<file path="config.mk">
export PLATFORM = sky130hd
export DESIGN_NAME = mem_access_stage
export DESIGN_NICKNAME = d
export VERILOG_FILES = /design/src/rtl/mem_access_stage.sv
export SDC_FILE = /design/constraint.sdc
export NUM_CORES = 1
export LEC_CHECK = 0
export ABC_AREA = 1
export BUFFER_PORTS_ARGS = -buffer_cell sky130_fd_sc_hd__buf_2
export CAP_MARGIN = 20
export CORE_MARGIN = 3
export CORE_UTILIZATION = 40
export CTS_CLUSTER_SIZE = 24
export DETAILED_ROUTE_END_ITERATION = 10
export GPL_TIMING_DRIVEN = 1
export PLACE_DENSITY = 0.69
export SYNTH_ARGS = -nofsm -noshare
export SYNTH_HDL_FRONTEND = slang
export SYNTH_SLANG_ARGS = --single-unit
</file>
<file path="constraint.sdc">
create_clock -name clock -period 3.2 [get_ports clock]
set_clock_uncertainty 0.2 [all_clocks]
set_input_delay 0.96 -clock clock [delete_from_list [all_inputs] [get_ports clock]]
set_output_delay 0.96 -clock clock [all_outputs]
set_load 0.01 [all_outputs]
</file>
<file path="src/rtl/mem_access_stage.sv">
// Memory-access stage: lbu/lhu/lw/sb/sh/sw over a req/ack word-wide memory port.
// Define MEM_BYTE_LANES_EN for byte-enable writes; otherwise sub-word stores use read-modify-write.
module mem_access_stage #(
    parameter int unsigned TIMEOUT_CYCLES = 255
) (
    input  logic        clock,
    input  logic        reset,
    input  logic        START,
    input  logic [4:0]  OP,
    input  logic [31:0] ADDR,
    input  logic [31:0] WDATA,
    output logic        BUSY,
    output logic        DONE,
    output logic        ERR,
    output logic [31:0] RDATA,
    output logic        MEM_REQ,
    output logic        MEM_WE,
    output logic [31:0] MEM_ADDR,
    output logic [31:0] MEM_WDATA,
    input  logic [31:0] MEM_RDATA,
    input  logic        MEM_ACK
`ifdef MEM_BYTE_LANES_EN
    ,
    output logic [3:0]  MEM_BE
`endif
);

    localparam logic [4:0] OP_LBU = 5'd12;
    localparam logic [4:0] OP_LHU = 5'd13;
    localparam logic [4:0] OP_LW  = 5'd14;
    localparam logic [4:0] OP_SB  = 5'd15;
    localparam logic [4:0] OP_SH  = 5'd16;
    localparam logic [4:0] OP_SW  = 5'd17;
    localparam int CW = (TIMEOUT_CYCLES > 1) ? $clog2(TIMEOUT_CYCLES + 1) : 1;

    typedef enum logic [1:0] {S_IDLE, S_RD, S_WR, S_FIN} state_t;

    state_t        state_q, state_d;
    logic [4:0]    op_q;
    logic [31:0]   addr_q;
    logic [31:0]   wword_q;
    logic [31:0]   rdata_q;
    logic          err_q;
    logic [CW-1:0] cnt_q;

    logic          in_err, in_direct_wr;
    logic          q_load, tmo_hit, in_xfer;
    logic [31:0]   load_word;

`ifdef MEM_BYTE_LANES_EN
    logic [3:0]    be_q;
    logic [3:0]    in_be;
    logic [31:0]   in_wword;
`else
    logic [31:0]   wdata_q;
    logic [31:0]   merged;
`endif

    // Request decode on the live inputs, used only at the IDLE->busy edge.
    always_comb begin
        in_err = !(OP >= OP_LBU && OP <= OP_SW)
               || ((OP == OP_LHU || OP == OP_SH) && ADDR[0])
               || ((OP == OP_LW  || OP == OP_SW) && (ADDR[1:0] != 2'b00));
`ifdef MEM_BYTE_LANES_EN
        in_direct_wr = (OP == OP_SB) || (OP == OP_SH) || (OP == OP_SW);
        in_be        = 4'b0000;
        in_wword     = WDATA;
        case (OP)
            OP_SB: begin
                in_be    = 4'b0001 << ADDR[1:0];
                in_wword = {4{WDATA[7:0]}};
            end
            OP_SH: begin
                in_be    = 4'b0011 << {ADDR[1], 1'b0};
                in_wword = {2{WDATA[15:0]}};
            end
            OP_SW:   in_be = 4'b1111;
            default: in_be = 4'b0000;
        endcase
`else
        in_direct_wr = (OP == OP_SW);
`endif
    end

    always_comb begin
        q_load    = (op_q == OP_LBU) || (op_q == OP_LHU) || (op_q == OP_LW);
        in_xfer   = (state_q == S_RD) || (state_q == S_WR);
        tmo_hit   = (TIMEOUT_CYCLES != 0) && ((32'(cnt_q) + 32'd1) >= TIMEOUT_CYCLES);
        load_word = MEM_RDATA;
        case (op_q)
            OP_LBU:  load_word = {24'h0, MEM_RDATA[{addr_q[1:0], 3'b000} +: 8]};
            OP_LHU:  load_word = {16'h0, MEM_RDATA[{addr_q[1], 4'b0000} +: 16]};
            default: load_word = MEM_RDATA;
        endcase
`ifndef MEM_BYTE_LANES_EN
        merged = MEM_RDATA;
        if (op_q == OP_SB)
            merged[{addr_q[1:0], 3'b000} +: 8] = wdata_q[7:0];
        else
            merged[{addr_q[1], 4'b0000} +: 16] = wdata_q[15:0];
`endif
    end

    always_comb begin
        state_d = state_q;
        case (state_q)
            S_IDLE: if (START) begin
                if (in_err)            state_d = S_FIN;
                else if (in_direct_wr) state_d = S_WR;
                else                   state_d = S_RD;
            end
            S_RD: begin
                if (MEM_ACK)      state_d = q_load ? S_FIN : S_WR;
                else if (tmo_hit) state_d = S_FIN;
            end
            S_WR: if (MEM_ACK || tmo_hit) state_d = S_FIN;
            S_FIN:   state_d = S_IDLE;
            default: state_d = S_IDLE;
        endcase
    end

    always_ff @(posedge clock) begin
        if (reset) begin
            state_q <= S_IDLE;
            op_q    <= '0;
            addr_q  <= '0;
            wword_q <= '0;
            rdata_q <= '0;
            err_q   <= 1'b0;
            cnt_q   <= '0;
`ifdef MEM_BYTE_LANES_EN
            be_q    <= '0;
`else
            wdata_q <= '0;
`endif
        end else begin
            state_q <= state_d;
            if (state_d != state_q)
                cnt_q <= '0;
            else if (in_xfer && !MEM_ACK)
                cnt_q <= cnt_q + 1'b1;

            if (state_q == S_IDLE && START) begin
                op_q   <= OP;
                addr_q <= ADDR;
                err_q  <= in_err;
`ifdef MEM_BYTE_LANES_EN
                be_q    <= in_be;
                wword_q <= in_wword;
`else
                wdata_q <= WDATA;
                wword_q <= WDATA;
`endif
            end

            if (in_xfer && !MEM_ACK && tmo_hit)
                err_q <= 1'b1;

            if (state_q == S_RD && MEM_ACK) begin
                if (q_load)
                    rdata_q <= load_word;
`ifndef MEM_BYTE_LANES_EN
                else
                    wword_q <= merged;
`endif
            end
        end
    end

    // Request-side outputs decode straight from state so a reset edge drops MEM_REQ at once.
    assign BUSY      = (state_q != S_IDLE);
    assign DONE      = (state_q == S_FIN);
    assign ERR       = (state_q == S_FIN) && err_q;
    assign RDATA     = rdata_q;
    assign MEM_REQ   = in_xfer;
    assign MEM_WE    = (state_q == S_WR);
    assign MEM_ADDR  = {addr_q[31:2], 2'b00};
    assign MEM_WDATA = wword_q;
`ifdef MEM_BYTE_LANES_EN
    assign MEM_BE    = (state_q == S_WR) ? be_q : 4'b0000;
`endif

endmodule

</file>
==> flow_metrics.env <==
export IMPL_area_growth_pct=22.5
export IMPL_clockBufferDepth=2
export IMPL_gp_congestion=1.00
export IMPL_antenna_found_initial=0
export IMPL_cap_viol_max_count=0
export IMPL_end_kind="output port"
export IMPL_setup_viol=0
export IMPL_wl_per_cell_um=16.1
export IMPL_hold_violations=0
export IMPL_drt_iter0_drc=787
export IMPL_dieHeight_um=139
export IMPL_antenna_left=0
export IMPL_syn_inst=1043
export IMPL_synth_ff_type="dfxtp_1"
export IMPL_synth_seq_cells=128
export IMPL_root_buffer="clkbuf_16"
export IMPL_min_path_type="register to register"
export IMPL_die_area_sq_um=19200
export IMPL_port_buffers=203
export IMPL_power_density_nw_per_um2=641
export IMPL_clk_pin_slew_worst_paths_ps=60
export IMPL_place_hpwl_um=17100
export IMPL_final_cell_mix="237 x nand2_1, 203 x buf_2, 127 x dfxtp_1"
export IMPL_dr_pass1_iters=5
export IMPL_synthTopCellsByArea="dfxtp_1 36%, nand2_1 13%, a21oi_1 7.2%, o21ai_0 6.0%, nor2_1 5.5%"
export IMPL_synth_edf_count=0
export IMPL_pwr_share_comb=0.284
export IMPL_synth_top_area_share=0.364
export IMPL_fin_crit_ps=2770
export IMPL_cts_tree="yes"
export IMPL_crit_path_start_kind="register"
export IMPL_crit_fanout=5
export IMPL_ctsResizeCount=0
export IMPL_grt_max_degree=62
export IMPL_grt_total_usage=0.229
export IMPL_critPathRequiredTime_ps=2040
export IMPL_async_reset_ff_frac=0
export IMPL_start_util=0.417
export IMPL_num_rows=47
export IMPL_avgSynthCellArea_sq_um=6.75
export IMPL_nNetsFinal=1306
export IMPL_drv_slew=0
export IMPL_clkPwrFrac=0.363
export IMPL_drive_gt1_frac=0.238
export IMPL_wirelength_um=22900
export IMPL_final_core_util=0.511
export IMPL_synth_top_area_cell="dfxtp_1"
export IMPL_grt_pass1_vias=6904
export IMPL_cts_setup_buffers=0
export IMPL_htreeDepth=4
export IMPL_tightest_slew_ps=700
export IMPL_clk_latency_ps=420
export IMPL_grt_setup_unrepaired="false"
export IMPL_seq_power_share=0.353
export IMPL_cts_sinks=128
export IMPL_grt_overflow_total=0
export IMPL_swShare=0.352
export IMPL_synth_warnings=0
export IMPL_p_int_mw=3.58
export IMPL_holdBufCountCts=0
export IMPL_antenna_cells=0
export IMPL_via_count=7412
export IMPL_p_switching_mw=1.94
export IMPL_numCtsBuffers=17
export IMPL_ys_seq_area_frac=0.364
export IMPL_core_area_sq_um=16900
export IMPL_vias_per_cell=5.21
export IMPL_power_leakage_nw=4.01
export IMPL_path_class="register to output port"
export IMPL_die_w_um=139
export IMPL_critPathArrivalTime_ps=1610
export IMPL_synthesis_area_sq_um=7040
export IMPL_status="finished clean"
export IMPL_max_slew_margin_rel=0.533
export IMPL_grt_pass1_wl_um=36200
export IMPL_max_clock_freq_mhz=362
export IMPL_min_period_over_period=0.864
export IMPL_tns_ps=0
export IMPL_power_mw=5.52
export IMPL_synth_distinct_cells=37
export IMPL_final_common_cell="nand2_1"
export IMPL_drc_errors=0
export IMPL_ir_drop_uv=373
export IMPL_io_pins=206
[area by class of cell]
class	count	area (sq um)
Clock inverter	15	186
Tap cell	220	275
Fill cell	1709	8260
Sequential cell	128	2560
Timing Repair Buffer	221	1180
Clock buffer	17	425
Multi-Input combinational cell	719	3610
Inverter	102	383
[state kept, by name, indices dropped and copies added, names as in the netlist]
name,cells
addr_q,32
MEM_WDATA,32
state_q,2
wdata_q,16
RDATA,32
cnt_q,8
op_q,5
err_q,1
[final timing paths]
kind / start / to / slack [ps] / depth (start not counted)
worst max-delay path: state_q[0] / MEM_REQ / 430 / 3
worst min-delay path: RDATA[17] / RDATA[17] / 260 / 2
worst max register to register: addr_q[1] / MEM_WDATA[4] / 650 / 9
worst min register to register: RDATA[17] / RDATA[17] / 260 / 2
[critical path: stages (launching register included)]
cell     delay (ps)
dfxtp_1         470
inv_1           190
ha_1            370
buf_2           150
[cell families after synthesis]
logic type                 share of synthesized area
other                                       0.000533
DFF                                            0.364
buffers and inverters                          0.124
and+or+nand+nor                                0.252
muxes                                        0.00142
adders and majority gates                     0.0213
AOI/OAI and AO/OA                              0.234
xor gates and xnor gates                     0.00124
[cells in the mapped netlist, types with 2 or more instances]
cell,n
a31oi_1,5
nor2_1,104
nand3_2,2
dfxtp_1,128
inv_2,3
o21ai_1,7
a311oi_1,7
a211oi_1,9
nand2_2,8
a21oi_1,101
buf_4,33
nor3_2,8
buf_1,6
inv_1,98
ha_1,12
o221ai_1,6
nor3_1,4
o22ai_1,19
clkbuf_1,46
o21ai_0,85
nand2_1,238
nor2_4,2
nand3_1,43
nor2_2,2
o211ai_1,42
nand4_1,5
buf_2,10
[through the flow]
stage	setup slack, ps	instances	hold slack (ps)	instance area (sq um)
after global routing	374	1422	282	8620
final	434	1422	259	8620
after global placement	641	1390	249	8010
after CTS	424	1422	262	8620
after floorplan	889	1044	255	7040
after detailed placement	569	1390	253	8010
[per-layer routing]
layer	GRT usage	routed length [um]
met5	0	0
met4	0.0819	752
met3	0.0672	1830
met2	0.368	10500
met1	0.295	9860
[power by group through the flow]
stage	clock network [mW]	logic, mW	registers (mW)
after floorplan	0	1.11	1.98
after global placement	0	1.54	1.97
after detailed placement	0	1.56	1.98
after CTS	2.04	1.57	1.95
after global routing	2.11	1.75	1.98
final	2.01	1.57	1.95
Note: power is estimated with default switching activity, not from simulation.
